--- src/rtl/fpu_bus_ctrl.sv ---
// Host-bus front end for the FPU core: packs narrow bus writes into operands,
// queues start commands in a FIFO and dispatches them to the datapath one at a time.
module fpu_bus_ctrl #(
  parameter int BUS_W = 8,
  parameter int DEPTH = 4,
  parameter int OP_W  = 4
) (
  input  logic             clk,
  input  logic             rst_n,
  input  logic [BUS_W-1:0] databus_in,
  output logic [BUS_W-1:0] databus_out,
  input  logic [3:0]       addr,
  input  logic             cs,
  input  logic             rd,
  input  logic             wr,
  input  logic             end_ack,
  output logic             cmd_end,
  output logic             busy,
  output logic             core_start,
  output logic [OP_W-1:0]  core_op,
  output logic [31:0]      core_a,
  output logic [31:0]      core_b,
  input  logic             core_done,
  input  logic [31:0]      core_result
);

  localparam int NB        = 32 / BUS_W;
  localparam int PW        = $clog2(DEPTH);
  localparam int CW        = PW + 1;
  localparam int CMD_W     = OP_W + 64;
  localparam int SW        = CW + 4;
  localparam int A_BASE    = 0;
  localparam int B_BASE    = NB;
  localparam int OP_ADDR   = 2 * NB;
  localparam int CTRL_ADDR = 2 * NB + 1;
  localparam int RES_BASE  = 2 * NB + 2;

  typedef enum logic [1:0] {
    IDLE  = 2'd0,
    ISSUE = 2'd1,
    WAIT  = 2'd2,
    DONE  = 2'd3
  } state_t;

  // Handshakes: a host write is taken once per falling edge of wr while cs is
  // low; the core sees core_start for one cycle with op/a/b and answers with a
  // one-cycle core_done; cmd_end then holds until a rising edge of end_ack.

  state_t            state_q, state_d;
  logic [31:0]       a_q, a_d;
  logic [31:0]       b_q, b_d;
  logic [OP_W-1:0]   op_q, op_d;
  logic [31:0]       res_q;
  logic              wr_q;
  logic              ack_q;
  logic              ovf_q, ovf_d;
  logic [PW-1:0]     wr_ptr_q, rd_ptr_q;
  logic [CW-1:0]     count_q, count_d;
  logic [CMD_W-1:0]  cmd_q;
  logic [CMD_W-1:0]  mem_q [DEPTH];

  logic              wr_stb;
  logic              start_req;
  logic              clr_req;
  logic              full;
  logic              push;
  logic              pop;
  logic              capture;
  logic [SW-1:0]     status;

  assign wr_stb = !cs && !wr && wr_q;
  assign full   = (count_q == CW'(DEPTH));
  assign push   = start_req && !full;

  always_comb begin
    a_d       = a_q;
    b_d       = b_q;
    op_d      = op_q;
    start_req = 1'b0;
    clr_req   = 1'b0;
    if (wr_stb) begin
      for (int k = 0; k < NB; k++) begin
        if (addr == 4'(A_BASE + k)) a_d[k*BUS_W +: BUS_W] = databus_in;
        if (addr == 4'(B_BASE + k)) b_d[k*BUS_W +: BUS_W] = databus_in;
      end
      if (addr == 4'(OP_ADDR)) op_d = OP_W'(databus_in);
      if (addr == 4'(CTRL_ADDR)) begin
        start_req = databus_in[0];
        clr_req   = databus_in[1];
      end
    end
  end

  // A dropped start in the same write as a clear leaves overflow set.
  always_comb begin
    ovf_d = (ovf_q && !clr_req) || (start_req && full);
  end

  always_comb begin
    state_d = state_q;
    pop     = 1'b0;
    capture = 1'b0;
    case (state_q)
      IDLE: begin
        if (count_q != '0) begin
          pop     = 1'b1;
          state_d = ISSUE;
        end
      end
      ISSUE: state_d = WAIT;
      WAIT: begin
        if (core_done) begin
          capture = 1'b1;
          state_d = DONE;
        end
      end
      DONE: begin
        if (end_ack && !ack_q) state_d = IDLE;
      end
      default: state_d = IDLE;
    endcase
  end

  always_comb begin
    count_d = count_q;
    case ({push, pop})
      2'b10:   count_d = count_q + CW'(1);
      2'b01:   count_d = count_q - CW'(1);
      default: count_d = count_q;
    endcase
  end

  always_ff @(posedge clk) begin
    if (!rst_n) begin
      state_q  <= IDLE;
      a_q      <= '0;
      b_q      <= '0;
      op_q     <= '0;
      res_q    <= '0;
      wr_q     <= 1'b0;
      ack_q    <= 1'b0;
      ovf_q    <= 1'b0;
      wr_ptr_q <= '0;
      rd_ptr_q <= '0;
      count_q  <= '0;
      cmd_q    <= '0;
    end else begin
      state_q <= state_d;
      a_q     <= a_d;
      b_q     <= b_d;
      op_q    <= op_d;
      wr_q    <= wr;
      ack_q   <= end_ack;
      ovf_q   <= ovf_d;
      count_q <= count_d;
      if (push) wr_ptr_q <= wr_ptr_q + PW'(1);
      if (pop) begin
        rd_ptr_q <= rd_ptr_q + PW'(1);
        cmd_q    <= mem_q[rd_ptr_q];
      end
      if (capture) res_q <= core_result;
    end
  end

  // The snapshot is taken from the live registers, so later rewrites of
  // A/B/OP never disturb commands already queued.
  always_ff @(posedge clk) begin
    if (rst_n && push) mem_q[wr_ptr_q] <= {op_q, a_q, b_q};
  end

  assign core_start = (state_q == ISSUE);
  assign cmd_end    = (state_q == DONE);
  assign busy       = (state_q != IDLE) || (count_q != '0);
  assign {core_op, core_a, core_b} = cmd_q;
  assign status     = {count_q, ovf_q, full, cmd_end, busy};

  always_comb begin
    databus_out = '0;
    if (!cs && !rd) begin
      for (int k = 0; k < NB; k++) begin
        if (addr == 4'(A_BASE + k))   databus_out = a_q[k*BUS_W +: BUS_W];
        if (addr == 4'(B_BASE + k))   databus_out = b_q[k*BUS_W +: BUS_W];
        if (addr == 4'(RES_BASE + k)) databus_out = res_q[k*BUS_W +: BUS_W];
      end
      if (addr == 4'(OP_ADDR))   databus_out = BUS_W'(op_q);
      if (addr == 4'(CTRL_ADDR)) databus_out = BUS_W'(status);
    end
  end

endmodule

--- config.mk ---
export PLATFORM = sky130hd
export DESIGN_NAME = fpu_bus_ctrl
export DESIGN_NICKNAME = d
export VERILOG_FILES = /design/src/rtl/fpu_bus_ctrl.sv
export SDC_FILE = /design/constraint.sdc
export NUM_CORES = 1
export LEC_CHECK = 0
export BUFFER_PORTS_ARGS = -buffer_cell sky130_fd_sc_hd__buf_2
export CAP_MARGIN = 20
export CORE_MARGIN = 2
export CORE_UTILIZATION = 55
export CTS_CLUSTER_SIZE = 30
export DETAILED_ROUTE_END_ITERATION = 8
export PLACE_DENSITY = 0.7
export SYNTH_ARGS = -nofsm -noshare
export SYNTH_HDL_FRONTEND = slang
export SYNTH_SLANG_ARGS = --single-unit
export TNS_END_PERCENT = 20
--- constraint.sdc ---
create_clock -name clk -period 6.1 [get_ports clk]
set_input_delay 1.22 -clock clk [delete_from_list [all_inputs] [get_ports clk]]
set_output_delay 1.22 -clock clk [all_outputs]
set_load 0.02 [all_outputs]
After elaboration in Yosys (flattened, before gate mapping). Memory sizes are Yosys's and may differ from the RTL's. A register that Yosys moved wholly into a read port is not among the register bits. Cells that the tools add are included.

$add $sub $neg: 4. Equal/unequal tests: 22. Multiplexer cells: 30. Reduce and logical (&&, ||, !) cells: 32.

Operators with widths (count): $mux W8 (15); $eq A4 B4 Y1 const B (6); $reduce_and A2 Y1 (9); $eq A4 B3 Y1 const B (4); $mux W1 (10); $eq A4 B2 Y1 const B (2); $logic_and A1 B1 Y1 (8); $pmux W2 S4 (1); $logic_not A1 Y1 (7); $eq A2 B2 Y1 const B (3); $mux W2 (3); $pmux W3 S2 (1); $add A2 B1 Y2 const B (2); $eq A2 B1 Y1 const B (2); $eq A4 B1 Y1 const B (1); $logic_not A4 Y1 (1); $ne A2 B2 Y1 const B (2); $reduce_bool A2 Y1 (2); $add A3 B1 Y3 const B (1); $eq A3 B3 Y1 const B (1); $reduce_and A3 Y1 (1); $reduce_bool A3 Y1 (1); $sub A3 B1 Y3 const B (1); $logic_not A2 Y1 (1); 2 further kinds (3).

Bits in registers: 112. RAM bits: 272. Input port bits: 51. Output and inout bits: 79. Word-level logic and storage cells: 106. Memories kept: 1.

Memories: mem_q (depth 4, width 68, rd ports 1, clocked after Yosys merged registers in 1, write ports 1, RTL line 60) `logic [CMD_W-1:0] mem_q [DEPTH];`.

Logic depth before layout (Yosys ltp). Gate-level depths: netlist (run 1).

Depth in word-level cells: 16. Gate-level depth with buffers: 12. Gate-level depth less buffers: 10.

Least setup slack after synthesis (run 1). OpenSTA, ideal clock, no wires.

Path type: input -> register. From: in addr[2]. To: mem mem_q[0][0] in the netlist's numbering, enable pin. Setup time: 0.434 ns. Arrival time: 3.764 ns. Required time: 5.666 ns. Path slack: 1.902 ns. Stages on the path: 6. Buffers on the path: 1. Path through: buf_4 and2b_1 and3_1 nand3b_1 nor2_1 and2_1.

Longest elaborated chain between the ends: 7.

Ends and longest elaborated chain: start: declaration (RTL line 12) `input logic [3:0] addr,`; $eq A4 B4 Y1 (RTL line 87) `if (addr == 4'(CTRL_ADDR)) begin`; $mux W1 (RTL line 87); $mux W1 (RTL line 81) `if (wr_stb) begin`; $logic_and A1 B1 Y1 (RTL line 73) `assign push = start_req && !full;`; $logic_and A1 B1 Y1 (RTL line 168) `if (rst_n && push) mem_q[wr_ptr_q] <= {op_q, a_q, b_q};`; $mux W1 (RTL line 168); $mux W1 (implied by the code) (RTL line 168); end: declaration (RTL line 60).

No other way between the ends.

Final worst setup path (run 1).
From: in addr[0]. To: out databus_out[5].

Longest elaborated chain between the ends: 16.

Ends and longest elaborated chain: $logic_not A4 Y1 (RTL line 181) `if (addr == 4'(A_BASE + k)) databus_out = a_q[k*BUS_W +: BUS_W];`; $mux W8 (RTL line 181); $mux W8 (RTL line 182) `if (addr == 4'(B_BASE + k)) databus_out = b_q[k*BUS_W +: BUS_W];`; $mux W8 (RTL line 183) `if (addr == 4'(RES_BASE + k)) databus_out = res_q[k*BUS_W +: BUS_W];`; $mux W8 (RTL line 181); $mux W8 (RTL line 182); $mux W8 (RTL line 183); $mux W8 (RTL line 181); $mux W8 (RTL line 182); $mux W8 (RTL line 183); $mux W8 (RTL line 181); $mux W8 (RTL line 182); $mux W8 (RTL line 183); $mux W8 (RTL line 185) `if (addr == 4'(OP_ADDR)) databus_out = BUS_W'(op_q);`; $mux W8 (*) (RTL line 186) `if (addr == 4'(CTRL_ADDR)) databus_out = BUS_W'(status);`; $mux W8 (*) (RTL line 179) `if (!cs && !rd) begin`; end: declaration (RTL line 11) `output logic [BUS_W-1:0] databus_out,`.

Every way passes the cells marked *; elsewhere a longest branch is shown, timed or not.

==> impl_metrics.sql, run 1 <==
INSERT INTO impl_metrics (metric_group, metric, value, unit) VALUES
('status', 'status', 'finished clean', ''),
('logic_synthesis', 'post_synthesis_register_bit_count', '452', ''),
('sta', 'worst_pin_slew', '1.028', 'ns'),
('drt', 'routed-via-count', '11210', ''),
('grt', 'grt_pass1_wl', '64080', 'um'),
('final_layout', 'layout-drive-gt1-share', '20.53', '%'),
('final_layout', 'n_antenna_cell', '0', ''),
('final_layout', 'filler_cell_count', '2398', ''),
('sta', 'timing.slew.headroom', '31.44', '%'),
('logic_synthesis', 'netlist_instances', '1362', ''),
('placement', 'place_congestion', '0.9376', ''),
('worst_setup_path', 'critPathRequiredTime', '4.88', 'ns'),
('drt', 'drc', '0', ''),
('worst_setup_path', 'worst_ep_arrival_time', '3.53', 'ns'),
('die', 'die_w', '183.3', 'um'),
('sta', 'timing.setup.tns', '0', 'ns'),
('pwr', 'vdd.ir_drop.worst', '0.2489', 'mV'),
('final_layout', 'commonest_cells_after_routing_fill_and_taps_aside', '272 x sky130_fd_sc_hd__nand2_1, 272 x sky130_fd_sc_hd__edfxtp_1, 178 x sky130_fd_sc_hd__dfxtp_1, 166 x sky130_fd_sc_hd__a21oi_1, 129 x sky130_fd_sc_hd__buf_2', ''),
('die', 'dieHeight', '183.3', 'um'),
('worst_setup_path', 'cp_slowest_stage_delay', '0.52', 'ns'),
('grt', 'groute.usage.overall', '25.25', '%'),
('drt', 'drt_iter0_markers', '1044', ''),
('logic_synthesis', 'synth.area.top_cells', 'sky130_fd_sc_hd__edfxtp_1 46%, sky130_fd_sc_hd__dfxtp_1 20%, sky130_fd_sc_hd__mux4_2 8.7%', ''),
('logic_synthesis', 'yosys.area.top_type', 'sky130_fd_sc_hd__edfxtp_1', ''),
('clock_network', 'postCtsSetupBuffers', '0', ''),
('clock_network', 'cts_tree', 'done', ''),
('logic_synthesis', 'synth.lib_cells_used.distinct', '67', ''),
('sta', 'max_clock_freq', '210.5', 'MHz'),
('worst_setup_path', 'worst_path_most_repeated_cell', 'sky130_fd_sc_hd__buf_2', ''),
('clock_network', 'tritoncts_num_sinks', '452', ''),
('worst_setup_path', 'setup.worst_path.start', 'addr[0]', ''),
('die', 'die-area', '0.03361', 'mm^2'),
('sta', 'rsz_0062_raised_after_global_routing', 'false', ''),
('min_path', 'timing.hold.worst.start', 'cmd_q[12]', ''),
('clock_network', 'holdBufCountCts', '0', ''),
('grt', 'grt_antenna_before_repair', '0', ''),
('final_layout', 'final_core_utilization', '63.66', '%'),
('final_layout', 'final_net_count', '1523', ''),
('logic_synthesis', 'synth_ff_type', 'sky130_fd_sc_hd__edfxtp_1', ''),
('drt', 'final_antenna_net_count', '0', ''),
('grt', 'grt_pass1_vias', '10760', ''),
('placement', 'place.detailed.hpwl', '27200', 'um'),
('logic_synthesis', 'number_of_enable_type_register_cells_in_the_synthesized_netlist', '272', ''),
('clock_network', 'clock_insertion_delay_worst_skew', '0.56', 'ns'),
('clock_network', 'cts.root.buffer_cell', 'sky130_fd_sc_hd__clkbuf_16', ''),
('worst_setup_path', 'type_of_element_capturing_the_critical_path', 'output pin', ''),
('worst_setup_path', 'critical_path_buf_inv_count', '3', ''),
('min_path', 'worstHoldPathType', 'flop to flop', ''),
('logic_synthesis', 'post-synth-top-area-fraction', '46.17', '%'),
('sta', 'final_hold_viol_count', '0', ''),
('sta', 'fin_crit', '4.750', 'ns'),
('final_layout', 'final_cells', '1902', ''),
('die', 'floorplan.initialDensity', '55.91', '%'),
('logic_synthesis', 'ys_warn_count', '0', ''),
('worst_setup_path', 'worstSetupPathType', 'input pin to output pin', ''),
('clock_network', 'cts_buffers', '46', ''),
('placement', 'dp_cells', '1816', ''),
('clock_network', 'post_cts_resize_count', '0', ''),
('worst_setup_path', 'critical_path.max_fanout', '31', ''),
('job', 'max_cap_violations', '0', ''),
('pwr', 'cellLeakagePower', '6.530', 'nW'),
('worst_setup_path', 'crit_slowest_cell', 'sky130_fd_sc_hd__buf_2', ''),
('sta', 'finalSetupViolations', '0', ''),
('sta', 'clock_skew', '0.01828', 'ns'),
('worst_setup_path', 'worstSetupStartpointType', 'input pin', ''),
('logic_synthesis', 'net_count_of_the_mapped_netlist', '1423', ''),
('logic_synthesis', 'synth-async-reset-ratio', '0', '%'),
('final_layout', 'post_layout_instance_area', '0.02014', 'mm^2'),
('worst_setup_path', 'cp_top_family', 'buffers and inverters', ''),
('die', 'design.portCount', '130', ''),
('drt', 'routedWlPerCell', '21.92', 'um');
stage by stage:
stage | setup WS [ns] | hold WS (ns) | power [W]
after floorplan | 1.902 | 0.4315 | 0.003731
after global placement | 1.507 | 0.4388 | 0.003877
after detailed placement | 1.441 | 0.4430 | 0.003884
after CTS | 1.444 | 0.4514 | 0.006629
after global routing | 1.313 | 0.4625 | 0.006809
final | 1.350 | 0.4477 | 0.006591
layer usage:
metal  vias up  share of wire (%)  global-route usage, %
li1       5199                  -                      -
met4         0                3.1                  7.840
met5         -                  0                      0
met2       401                 48                  40.70
met3        77                6.0                  4.071
met1      5530                 43                  35.71
worst paths after layout:
kind	end	slack (ns)	cells past startpoint
max	databus_out[5]	1.35	7
min	cmd_q[12]	0.45	2
max reg2reg	mem_q[2][0]	3.24	6
min reg2reg	cmd_q[12]	0.45	2
cell usage after synthesis (3+ instances only):
master	count
sky130_fd_sc_hd__nor2b_1	6
sky130_fd_sc_hd__o22ai_1	6
sky130_fd_sc_hd__mux2i_1	42
sky130_fd_sc_hd__nor2_1	43
sky130_fd_sc_hd__nor3_1	7
sky130_fd_sc_hd__o21ai_0	24
sky130_fd_sc_hd__mux4_2	68
sky130_fd_sc_hd__a31oi_1	5
sky130_fd_sc_hd__nand3b_1	3
sky130_fd_sc_hd__xor2_1	3
sky130_fd_sc_hd__a32oi_1	6
sky130_fd_sc_hd__nand3_1	53
sky130_fd_sc_hd__and3b_1	3
sky130_fd_sc_hd__clkbuf_1	56
sky130_fd_sc_hd__inv_1	10
sky130_fd_sc_hd__buf_1	4
sky130_fd_sc_hd__and3_1	3
sky130_fd_sc_hd__buf_2	29
sky130_fd_sc_hd__nand2b_1	6
sky130_fd_sc_hd__edfxtp_1	272
sky130_fd_sc_hd__o31ai_1	4
sky130_fd_sc_hd__a21o_1	4
sky130_fd_sc_hd__a21oi_1	166
sky130_fd_sc_hd__and2_1	8
sky130_fd_sc_hd__a22oi_1	6
sky130_fd_sc_hd__a221oi_1	3
sky130_fd_sc_hd__dfxtp_1	180
sky130_fd_sc_hd__nor3b_1	3
sky130_fd_sc_hd__buf_6	4
sky130_fd_sc_hd__o211ai_1	3
sky130_fd_sc_hd__ha_1	9
sky130_fd_sc_hd__buf_4	5
sky130_fd_sc_hd__nand2_1	272
sky130_fd_sc_hd__a211oi_1	4
worst reg2reg max path, delay by kind of cell (launching register included):
kind          cells  cell delay, ns
flops             1            0.32
simple gates      5            1.77
buf+inv           1            0.37
kinds of logic (layout without fill, tap and decap cells):
| logic type | count (synthesis) | after routing | synth area share [%] |
|---|---|---|---|
| compound gates | 249 | 249 | 8.035 |
| xor+xnor | 5 | 5 | 0.2476 |
| fa+ha+maj | 10 | 10 | 0.7498 |
| buf+inv | 111 | 249 | 2.836 |
| flops | 452 | 452 | 66.54 |
| mux | 112 | 112 | 11.16 |
| simple gates | 423 | 423 | 10.43 |
area by class of cell:
type / count / area, um^2 / share of cell area, %
sequential: 452 / 11780 / 58.47
multi-input combinational: 799 / 5424 / 26.93
clock buffer: 61 / 1259 / 6.250
timing repair buffer: 150 / 873.3 / 4.336
tap: 402 / 503.0 / 2.498
clock inverter: 25 / 250.2 / 1.243
inverter: 13 / 53.80 / 0.2671
registers in the layout, indices dropped and copies added, names as in the netlist:
register / flops
cmd_q: 68
mem_q: 272
ack_q: 1
count_q: 3
ovf_q: 1
res_q: 32
rd_ptr_q: 2
a_q: 32
b_q: 32
state_q: 2
wr_ptr_q: 2
wr_q: 1
op_q: 4
where the power goes:
group	total, W	internal, W	switching (W)
Combinational	0.000507	0.000198	0.000310
Clock	0.00277	0.00163	0.00114
Sequential	0.00331	0.00326	0.0000480
Total	0.00659	0.00509	0.00150
Note: power is estimated with default switching activity, not from simulation.
==> run 2, diff against run 1 <==
==> constraint.sdc (replaced) <==
create_clock -name clk -period 4.9 [get_ports clk]
set_input_delay 0.98 -clock clk [delete_from_list [all_inputs] [get_ports clk]]
set_output_delay 0.98 -clock clk [all_outputs]
set_load 0.02 [all_outputs]
==> impl_metrics.sql, run 2 (synthesized netlist as in run 1, its figures left out) <==
INSERT INTO impl_metrics (metric_group, metric, value, unit) VALUES
('placement', 'place_congestion', '0.9235', ''),
('clock_network', 'clock_tree.buffer_depth', '3', ''),
('sta', 'worst_pin_slew', '0.9161', 'ns'),
('final_layout', 'flow.area_growth_from_synthesis', '14.09', '%'),
('worst_setup_path', 'cp_top_family', 'buffers and inverters', ''),
('worst_setup_path', 'critPathRequiredTime', '3.92', 'ns'),
('clock_network', 'postCtsSetupBuffers', '0', ''),
('grt', 'groute.usage.overall', '25.67', '%'),
('sta', 'rsz_0062_raised_after_global_routing', 'false', ''),
('grt', 'grt_antenna_before_repair', '1', ''),
('clock_network', 'cts.reportedPaths.clkPinSlew', '0.06', 'ns'),
('final_layout', 'commonest_cells_after_routing_fill_and_taps_aside', '272 x sky130_fd_sc_hd__nand2_1, 272 x sky130_fd_sc_hd__edfxtp_1, 178 x sky130_fd_sc_hd__dfxtp_1, 166 x sky130_fd_sc_hd__a21oi_1, 129 x sky130_fd_sc_hd__buf_2', ''),
('clock_network', 'cts_buffers', '45', ''),
('worst_setup_path', 'worstSetupPathType', 'input pin to output pin', ''),
('placement', 'pre_cts_slack', '0.8332', 'ns'),
('drt', 'routedWlPerCell', '22.18', 'um'),
('worst_setup_path', 'worst_path_most_repeated_cell', 'sky130_fd_sc_hd__buf_2', ''),
('die', 'core_area', '0.03164', 'mm^2'),
('pwr', 'fin_total_pwr', '0.008243', 'W'),
('sta', 'timing.setup.tns', '0', 'ns'),
('min_path', 'worstHoldPathType', 'flop to flop', ''),
('sta', 'clock_skew', '0.01227', 'ns'),
('drt', 'routed-via-count', '11260', ''),
('clock_network', 'cts_htree_levels', '2', ''),
('clock_network', 'clock_insertion_delay_worst_skew', '0.54', 'ns'),
('final_layout', 'filler_cell_count', '2405', ''),
('job', 'max_cap_violations', '0', ''),
('sta', 'timing.slew.headroom', '38.93', '%'),
('clock_network', 'tritoncts_num_sinks', '452', ''),
('pwr', 'vdd.ir_drop.worst', '0.2922', 'mV'),
('worst_setup_path', 'critical_path_buf_inv_count', '3', ''),
('clock_network', 'holdBufCountCts', '0', ''),
('final_layout', 'layout-drive-gt1-share', '20.95', '%'),
('clock_network', 'cts_tree', 'done', ''),
('sta', 'max_clock_freq', '244.5', 'MHz'),
('sta', 'post-route-period-util', '83.48', '%'),
('grt', 'grt_pass1_vias', '10990', ''),
('sta', 'final_hold_viol_count', '0', ''),
('drt', 'drc', '0', ''),
('die', 'floorplan.initialDensity', '55.91', '%'),
('status', 'status', 'finished clean', ''),
('worst_setup_path', 'cp_slowest_stage_delay', '0.48', 'ns'),
('drt', 'detail_route.first_pass.iterations', '5', ''),
('drt', 'final_antenna_net_count', '0', ''),
('worst_setup_path', 'critical_path.max_fanout', '29', ''),
('drt', 'drt_wl_total', '42180', 'um'),
('worst_setup_path', 'type_of_element_capturing_the_critical_path', 'output pin', ''),
('worst_setup_path', 'worstSetupStartpointType', 'input pin', ''),
('final_layout', 'largest_reg_flops', '272', ''),
('die', 'die-area', '0.03361', 'mm^2'),
('final_layout', 'final_net_count', '1524', ''),
('placement', 'portBuffers', '129', ''),
('grt', 'grt-ovfl-total', '0', ''),
('die', 'design.portCount', '130', ''),
('worst_setup_path', 'worst_ep_arrival_time', '3.11', 'ns'),
('sta', 'finalMaxSlewViolations', '0', ''),
('final_layout', 'largest-register', 'mem_q', ''),
('clock_network', 'post_cts_resize_count', '0', ''),
('sta', 'fin_crit', '4.091', 'ns'),
('worst_setup_path', 'crit_slowest_cell', 'sky130_fd_sc_hd__buf_2', ''),
('placement', 'dp_cells', '1818', ''),
('final_layout', 'top_regs', 'mem_q x272, cmd_q x68', ''),
('drt', 'viasPerCell', '5.919', ''),
('grt', 'grt_pass1_wl', '64850', 'um'),
('pwr', 'powerDensity', '408.4', 'mW/mm^2'),
('sta', 'finalSetupViolations', '0', ''),
('placement', 'place.detailed.hpwl', '27010', 'um'),
('drt', 'drt_iter0_markers', '970', ''),
('die', 'dieHeight', '183.3', 'um'),
('sta', 'fin_hold_ws', '0.4487', 'ns'),
('sta', 'worst_slack', '0.8094', 'ns'),
('worst_setup_path', 'path_cells', 'buf_2 > buf_4 > and2b_1 > a21o_1 > a31o_2 > o31ai_1 > buf_2', ''),
('clock_network', 'cts.root.buffer_cell', 'sky130_fd_sc_hd__clkbuf_16', ''),
('final_layout', 'final_cells', '1902', ''),
('pwr', 'cellLeakagePower', '6.556', 'nW'),
('die', 'placement_rows', '65', ''),
('grt', 'grt_max_degree', '94', ''),
('die', 'die_w', '183.3', 'um');
[run 2: cell types whose count changed in the layout (fill, tap and decap cells not counted), moves of 2 or more]
cell / change
sky130_fd_sc_hd__clkbuf_1: -2
sky130_fd_sc_hd__clkinv_1: -5
sky130_fd_sc_hd__clkinv_2: +3
sky130_fd_sc_hd__clkbuf_8: +2
sky130_fd_sc_hd__inv_6: -2
[run 2: where the power goes]
part | switching, W | total, W | internal [W]
Clock | 0.00140 | 0.00348 | 0.00208
Combinational | 0.000399 | 0.000648 | 0.000250
Sequential | 0.0000498 | 0.00411 | 0.00406
[run 2: worst paths after layout]
check | start | end | slack (ns) | depth (start not counted)
worst max-delay path | addr[2] | databus_out[2] | 0.81 | 7
worst max register to register | count_q[2] | count_q[2] | 2.27 | 8
worst min-delay path | cmd_q[7] | cmd_q[7] | 0.45 | 2
worst min register to register | cmd_q[7] | cmd_q[7] | 0.45 | 2
[run 2: worst reg2reg max path: stages, from the launching register on]
cell and delay (ns):
sky130_fd_sc_hd__dfxtp_1 0.41, sky130_fd_sc_hd__nor3b_1 0.48, sky130_fd_sc_hd__nand3b_1 0.33, sky130_fd_sc_hd__ha_1 0.24, sky130_fd_sc_hd__inv_1 0.07, sky130_fd_sc_hd__fa_1 0.38
sky130_fd_sc_hd__xor2_1 0.16, sky130_fd_sc_hd__or3_1 0.31, sky130_fd_sc_hd__a21oi_1 0.17
[run 2: area by class of cell]
cell class                      count  area, um^2  share of cell area (%)
Inverter                           13       53.80                  0.2666
Timing Repair Buffer              152       895.9                   4.439
Clock inverter                     21       222.7                   1.104
Antenna cell                        1       2.502                 0.01240
Clock buffer                       62        1304                   6.460
Multi-Input combinational cell    799        5424                   26.88
Sequential cell                   452       11780                   58.35
Tap cell                          402       503.0                   2.492
[run 2: per-stage QoR]
| stage | utilization (%) | instance area (um^2) |
|---|---|---|
| 3_5_place_dp | 58.96 | 18650 |
| 3_3_place_gp | 58.83 | 18610 |
| 6_report | 63.79 | 20180 |
| 4_1_cts | 63.78 | 20180 |
| 2_1_floorplan | - | 17690 |
| 5_1_grt | 63.79 | 20180 |
[run 2: routing by layer]
metal / vias to the layer above / part of all wire (%) / global-route usage, %
li1: 5192 / - / -
met1: 5585 / 42 / 35.56
met2: 413 / 49 / 42.98
met3: 68 / 6.1 / 3.614
met4: 0 / 2.5 / 7.072
met5: - / 0 / 0
